<file path="src/rtl/stream_deser_if.sv">
// Flit-in / word-out stream bundle for stream_deser.
// The slave modport is the deserializer; the master modport is whoever feeds flits
// and consumes assembled words.
interface stream_deser_if #(
  parameter int dw = 16,
  parameter int N  = 4
);
  localparam int CW = (N > 1) ? $clog2(N) : 1;

  logic [dw-1:0]   d_in;
  logic            req_in;
  logic            ack_in;
  logic [N*dw-1:0] d_out;
  logic            req_out;
  logic            ack_out;
  logic [CW-1:0]   flit_cnt;

  modport master (
    output d_in, req_in, ack_out,
    input  ack_in, d_out, req_out, flit_cnt
  );

  modport slave (
    input  d_in, req_in, ack_out,
    output ack_in, d_out, req_out, flit_cnt
  );
endinterface

</file>
<file path="src/rtl/stream_deser.sv">
// Collects N flits of dw bits from a req/ack stream into one N*dw-bit word.
// Latency: req_out rises on the edge that accepts the Nth flit (zero added cycles).
// Backpressure: while a word waits, ack_in follows ack_out, so upstream stalls only when downstream does.
module stream_deser #(
  parameter int dw        = 16,
  parameter int N         = 4,
  parameter bit MSB_FIRST = 1'b0
) (
  input logic           clk,
  input logic           rstn,
  stream_deser_if.slave s
);

  localparam int            CW   = (N > 1) ? $clog2(N) : 1;
  localparam logic [CW-1:0] LAST = CW'(N - 1);
  localparam logic [CW-1:0] ONE  = CW'(1);

  typedef enum logic {COLLECT, OUTPUT} state_t;

  state_t        state_q, state_d;
  logic [CW-1:0] cnt_q, cnt_d;
  logic          wr_en;
  logic [CW-1:0] wr_slot;
  logic [dw-1:0] slot_q [N];

  // State and flit counter; reset abandons any partial or pending word.
  always_ff @(posedge clk or negedge rstn) begin
    if (!rstn) begin
      state_q <= COLLECT;
      cnt_q   <= '0;
    end else begin
      state_q <= state_d;
      cnt_q   <= cnt_d;
    end
  end

  // Next state, slot write strobe and upstream ready.
  always_comb begin
    state_d  = state_q;
    cnt_d    = cnt_q;
    wr_en    = 1'b0;
    wr_slot  = cnt_q;
    s.ack_in = 1'b1;
    unique case (state_q)
      COLLECT: begin
        s.ack_in = 1'b1;
        if (s.req_in) begin
          wr_en   = 1'b1;
          wr_slot = cnt_q;
          if (cnt_q == LAST) begin
            cnt_d   = '0;
            state_d = OUTPUT;
          end else begin
            cnt_d = cnt_q + ONE;
          end
        end
      end
      OUTPUT: begin
        // A flit may only enter in the same cycle the held word leaves,
        // which keeps one word per N cycles under continuous traffic.
        s.ack_in = s.ack_out;
        if (s.ack_out) begin
          state_d = COLLECT;
          if (s.req_in) begin
            wr_en   = 1'b1;
            wr_slot = '0;
            if (N == 1) begin
              // A single flit is already a full word: go straight back to holding.
              state_d = OUTPUT;
              cnt_d   = '0;
            end else begin
              cnt_d = ONE;
            end
          end
        end
      end
    endcase
  end

  // Slot storage; slots not rewritten keep stale data from the previous word.
  always_ff @(posedge clk or negedge rstn) begin
    if (!rstn) begin
      for (int i = 0; i < N; i++) slot_q[i] <= '0;
    end else begin
      for (int i = 0; i < N; i++) begin
        if (wr_en && (wr_slot == CW'(i))) slot_q[i] <= s.d_in;
      end
    end
  end

  assign s.req_out  = (state_q == OUTPUT);
  assign s.flit_cnt = cnt_q;

  // Slot i lands low-first or high-first depending on MSB_FIRST.
  for (genvar i = 0; i < N; i++) begin : g_map
    localparam int POS = MSB_FIRST ? (N - 1 - i) : i;
    assign s.d_out[POS*dw +: dw] = slot_q[i];
  end

  // The counter never reaches N.
  a_cnt_range: assert property (@(posedge clk) disable iff (!rstn)
    cnt_q <= LAST);

  // A word that is not taken stays put, unchanged.
  a_hold: assert property (@(posedge clk) disable iff (!rstn)
    (s.req_out && !s.ack_out) |=> (s.req_out && $stable(s.d_out)));

  // Nothing enters while a word is stalled downstream.
  a_stall: assert property (@(posedge clk) disable iff (!rstn)
    (s.req_out && !s.ack_out) |-> !s.ack_in);

endmodule

</file>
<file path="src/flat_wrapper.sv">
// flat-port wrapper written by rule: the top's interface ports become plain ports
module stream_deser_flat 
#(
  parameter int dw        = 16,
  parameter int N         = 4,
  parameter bit MSB_FIRST = 1'b0
)
  (clk, rstn, s_d_in, s_req_in, s_ack_out, s_ack_in, s_d_out, s_req_out, s_flit_cnt);
  stream_deser_if #(.dw(dw), .N(N)) s_i ();
  input logic clk;
  input logic rstn;
  input wire logic [$bits(s_i.d_in)-1:0] s_d_in;
  input wire logic [$bits(s_i.req_in)-1:0] s_req_in;
  input wire logic [$bits(s_i.ack_out)-1:0] s_ack_out;
  output wire logic [$bits(s_i.ack_in)-1:0] s_ack_in;
  output wire logic [$bits(s_i.d_out)-1:0] s_d_out;
  output wire logic [$bits(s_i.req_out)-1:0] s_req_out;
  output wire logic [$bits(s_i.flit_cnt)-1:0] s_flit_cnt;
  assign s_i.d_in = s_d_in;
  assign s_i.req_in = s_req_in;
  assign s_i.ack_out = s_ack_out;
  assign s_ack_in = s_i.ack_in;
  assign s_d_out = s_i.d_out;
  assign s_req_out = s_i.req_out;
  assign s_flit_cnt = s_i.flit_cnt;
  stream_deser #(.dw(dw), .N(N), .MSB_FIRST(MSB_FIRST)) u_core (.clk(clk), .rstn(rstn), .s(s_i));
endmodule
</file>
<file path="config.mk">
export PLATFORM = sky130hd
export DESIGN_NAME = stream_deser_flat
export DESIGN_NICKNAME = d
export VERILOG_FILES = /design/src/rtl/stream_deser_if.sv /design/src/rtl/stream_deser.sv /design/src/flat_wrapper.sv
export SDC_FILE = /design/constraint.sdc
export NUM_CORES = 1
export LEC_CHECK = 0
export BUFFER_PORTS_ARGS = -buffer_cell sky130_fd_sc_hd__buf_2
export CAP_MARGIN = 15
export CORE_ASPECT_RATIO = 1.1
export CORE_MARGIN = 1
export CORE_UTILIZATION = 47
export DETAILED_ROUTE_END_ITERATION = 10
export PLACE_DENSITY = 0.75
export SLEW_MARGIN = 25
export SYNTH_ARGS = -nofsm -noshare
export SYNTH_HDL_FRONTEND = slang
export SYNTH_SLANG_ARGS = --single-unit
</file>
<file path="constraint.sdc">
create_clock -name clk -period 2.05 [get_ports clk]
set_clock_uncertainty 0.1 [all_clocks]
set_input_delay 0.205 -clock clk [delete_from_list [all_inputs] [get_ports clk]]
set_output_delay 0.205 -clock clk [all_outputs]
set_load 0.1 [all_outputs]
</file>
# ---- Word level (Yosys, flattened, before mapping)
# Cells that the tools add are included.
dict set report totals {
  ff_bits 67
  latchBits 0
  ramBits 0
  romBits 0
  inputBits 20
  elab_cells 37
  mem_count 0
}
dict set report op_classes {
  n_addsub 1
  n_mul 0
  div 0
  magnitude_cmp 0
  n_eq_ne 7
  shifts 0
  mux 16
  n_bitwise 1
  reduce_logical 6
}
# op count
set op_table {}
lappend op_table {{2-to-1 mux 2 bit} 6}
lappend op_table {{one-hot mux 2 bit (2 select lines)} 2}
lappend op_table {{equality test 2 bit, second input constant} 3}
lappend op_table {{!= test 2 bit, second input constant} 3}
lappend op_table {{one-hot mux 1 bit (2 select lines)} 3}
lappend op_table {{2-to-1 mux 1 bit} 5}
lappend op_table {{logical AND 1 bit} 4}
lappend op_table {{AND reduction 3 bit} 1}
lappend op_table {{adder 2 x 1 -> 2 bit, second input constant} 1}
lappend op_table {{equality test 2 x 1 -> 1 bit, second input constant} 1}
lappend op_table {{zero test 2 bit} 1}
lappend op_table {{inverter 1 bit} 1}

# ---- Logic depth before layout (Yosys ltp)
dict set report depth {
  word_depth 5
  ltp_mapped 6
}

# ---- Worst setup path after synthesis
# No wires, ideal clock.
dict set report synth_path {
  kind {register -> register}
  start {register u_core.state_q, in the netlist u_core.s.req_out}
  end {register u_core.cnt_q[0], in the netlist u_core.s.flit_cnt[0]}
  setup_time_ns 0.123
  t_arrival_ns 2.214
  required_ns 1.827
  slack_ns -0.387
  path_stages_with_launch 4
  synth_period_minus_slack_ns 2.437
  path_cell_list {dfrtp_1 nand2b_1 a21oi_1 nor2_1}
}
dict set report synth_between {
  elab_chain_len 3
  word_cells_on_any_way 6
  cone_classes {3 x eq/ne; 1 x mux; 1 x bitwise; 1 x reduce/logical}
}
# item line
set synth_lines {}
lappend synth_lines {{start: declaration} stream_deser.sv:20} ;# state_t state_q, state_d;
lappend synth_lines {{start signal: assignment} stream_deser.sv:32} ;# state_q <= state_d;
lappend synth_lines {{inverter 1 bit} stream_deser.sv:44} ;# unique case (state_q)
lappend synth_lines {{!= test 2 bit (no source line)} --}
lappend synth_lines {{AND reduction 3 bit (no source line)} --}
lappend synth_lines {{end signal: assignment} stream_deser.sv:33} ;# cnt_q <= cnt_d;
lappend synth_lines {{end: declaration} stream_deser.sv:21} ;# logic [CW-1:0] cnt_q, cnt_d;
# Parallel ways exist; a longest one is shown, timed or not.
# A chain may end at the register's enable or synchronous reset.

# ---- Final worst setup path
dict set report layout_path {
  start {register u_core.state_q, in the netlist u_core.s.req_out}
  end {register u_core.slot_q (netlist bit u_core.s.d_out[30])}
}
dict set report layout_between {
  elab_chain_len 4
  word_cells_on_any_way 5
  cone_classes {1 x eq/ne; 2 x mux; 1 x bitwise; 1 x reduce/logical}
}
# item line
set layout_lines {}
lappend layout_lines {{inverter 1 bit} stream_deser.sv:44}
lappend layout_lines {{one-hot mux 2 bit (2 select lines)} stream_deser.sv:44}
lappend layout_lines {{equality test 2 x 1 -> 1 bit} stream_deser.sv:86} ;# if (wr_en && (wr_slot == CW'(i))) slot_q[i] <= s.d_in;
lappend layout_lines {{logical AND 1 bit (*)} stream_deser.sv:86}
lappend layout_lines {{end signal: indexed assignment} stream_deser.sv:86}
lappend layout_lines {{end: declaration} stream_deser.sv:24} ;# logic [dw-1:0] slot_q [N];
# Mark *: on every way between the ends. The rest lies on a longest branch, timed or not.

==> run_results.csv <==
group,metric,value,unit
worst_setup_path,critPathRequiredTime,2170,ps
clocking,cts_hold_buf,1,
timing,setup_viol,0,
clocking,post_cts_resized,0,
detailed_routing,first_pass_iters,4,
synthesis,synth.ff_latch_count,67,
clocking,cts_buffers,9,
min_path,worstHoldPathType,"in -> reg",
timing,final_hold_viol_count,0,
floorplanning,die_w,74.1,um
cells_and_area,multi_input_area,931,um^2
global_routing,grt_pass1_vias,1568,
synthesis,synth.area.top_cells,"dfrtp_1 (62%), mux2_2 (18%), mux2_4 (11%), buf_6 (1.3%), buf_12 (0.75%)",
synthesis,synth_area,0.00269,mm^2
detailed_routing,num_vias,1631,
synthesis,synth_top_family_by_area,"multiplexers",
floorplanning,die_y,81.3,um
run,max-cap-violations,0,
synthesis,synth_xor_xnor_area_share,0,
timing,rsz0062_at_grt,"false",
placement,hpwl,3500,um
synthesis,synthCells,154,
synthesis,muxShareOfSynthArea,0.296,
worst_setup_path,arrival,1810,ps
timing,tns,0,ps
clocking,post_cts_buffers,0,
cells_and_area,drive_above_1_share,0.695,
clocking,htreeDepth,3,
cells_and_area,area_growth,26.4,%
clocking,clk-insertion-delay-late,330,ps
synthesis,synth_top_area_frac,0.624,
synthesis,ys_types,20,
global_routing,grt_max_degree,68,
detailed_routing,ant_nets,0,
cells_and_area,fill_cells,419,
synthesis,yosysSeqAreaShare,0.624,
clocking,cts_tree,"built",
detailed_routing,wl_per_cell,15.8,um
synthesis,synth_compound_area_frac,0.0144,
worst_setup_path,cp-end-kind,"register",
worst_setup_path,slowest_stage,"dfrtp_2",
timing,relSlewSlack,0.669,
clocking,path_clk_slew,70,ps
cells_and_area,nets,273,
synthesis,syn_area_per_cell,17.4,um^2
global_routing,grt_antenna_before_repair,0,
global_routing,grt_usage,0.187,
cells_and_area,register_area,0.00168,mm^2
placement,dp_cells,315,
detailed_routing,drtIter0Drc,76,
synthesis,synthAdderAreaFrac,0.00466,
floorplanning,start_util,0.495,
timing,drv_slew,0,
clocking,cts_num_sinks,67,
timing,worst_pin_slew,499,ps
timing,max_clock_freq,592,MHz
clocking,clockBufferDepth,2,
floorplanning,die_area,0.00602,mm^2
timing,period_minus_slack,1690,ps
synthesis,yosys_warnings,0,
placement,port_buffers,87,
global_routing,grt_overflow_total,0,
detailed_routing,drc_errors,0,
detailed_routing,viasPerCell,4.93,
floorplanning,rows,28,
run_status,outcome,"complete, no violations",
global_routing,grt_pass1_wl,8030,um
synthesis,syn_nets,175,
floorplanning,num_io_pins,88,
cells_and_area,diodes,0,
worst_setup_path,cp-start-kind,"register",
worst_setup_path,cp_cell_sequence,"nor2b_4 -> and3b_1 -> buf_4 -> mux2_2",
cells_and_area,fin_util,0.625,
placement,gp_congestion,0.705,
detailed_routing,drt_wl_total,5220,um
worst_setup_path,max_stage_delay,440,ps
worst_setup_path,path_max_fanout,9,
worst_setup_path,crit_type,"reg -> reg",
timing,finalCritPeriodShare,0.824,
synthesis,yosys.area_share.simple,0.0303,
floorplanning,core_area,0.00543,mm^2
cells_and_area,final_cells,331,
clocking,root_buffer,"clkbuf_8",
synthesis,synth_top_area_cell,"dfrtp_1",
-- flip-flops by register name, summed over array words and instances (netlist names) --
signal and cells:
u_core.s.flit_cnt 2, u_core.s.req_out 1, u_core.s.d_out 64
-- stage by stage --
stage / hold WS [ps] / setup WS, ps / cell area (um^2)
finish: 49.3 / 361 / 3400
global route: 36.0 / 296 / 3400
CTS: 31.9 / 360 / 3400
detailed placement: 150 / 379 / 3210
global placement: 152 / 424 / 3210
floorplan: -191 / 149 / 2690
-- Yosys cell counts (all sizes together) --
cell / count
nand2: 3
nor2: 2
nor2b: 1
mux2: 64
and3b: 2
a21oi: 2
a22o: 1
and3: 1
dfrtp: 67
ha: 1
nand2b: 1
o21a: 1
nand3: 1
buf: 7
-- area by class of cell --
type | count | share of cell area
sequential | 67 | 0.495
multi-input combinational | 80 | 0.274
timing repair buffer | 94 | 0.152
clock buffer | 12 | 0.0398
tap | 75 | 0.0276
clock inverter | 3 | 0.0118
-- layout by cell type, fill, tap and decap left out, types with 2 or more instances in the layout --
cell / netlist / layout
and3b_1: 2 / 2
buf_12: 1 / 2
buf_2: 1 / 87
buf_4: 1 / 4
clkbuf_1: 0 / 3
clkbuf_8: 0 / 9
clkinv_2: 0 / 2
dfrtp_1: 67 / 64
dfrtp_2: 0 / 3
mux2_2: 44 / 44
mux2_4: 20 / 20
nand2_1: 3 / 3
nor2_1: 2 / 2
-- critical path: cells and delay by family (launching register included) --
kind / cells / cell delay, ps
buf+inv: 1 / 220
flops: 1 / 440
simple gates: 2 / 470
mux: 1 / 350
-- metal layers --
metal  GRT usage  part of all wire  up-vias
met3      0.0620             0.077        9
li1            -                 -      744
met1       0.261              0.48      799
met2       0.268              0.43       79
met5           0                 0        -
met4      0.0750             0.014        0
-- cells by family after synthesis --
group | count (synthesis)
AND/OR/NAND/NOR | 11
AO/OA/AOI/OAI | 4
adder cells (fa/ha/maj) | 1
flip-flops | 67
multiplexers | 64
buffers and inverters | 7
-- final timing paths --
kind / start / end / slack (ps) / cells past startpoint
setup / recovery: u_core.s.req_out / u_core.s.d_out[30] / 360 / 4
hold / removal: s_d_in[10] / u_core.s.d_out[42] / 50 / 2
setup reg to reg: u_core.s.req_out / u_core.s.d_out[30] / 360 / 4
hold reg to reg: u_core.s.d_out[49] / u_core.s.d_out[49] / 400 / 1
max in group asynchronous: rstn / u_core.s.req_out / 1220 / 3
min in group asynchronous: rstn / u_core.s.d_out[8] / 320 / 3
Power is not shown: default switching activity piles up to over one toggle a cycle in this logic, so the estimate is an artifact.
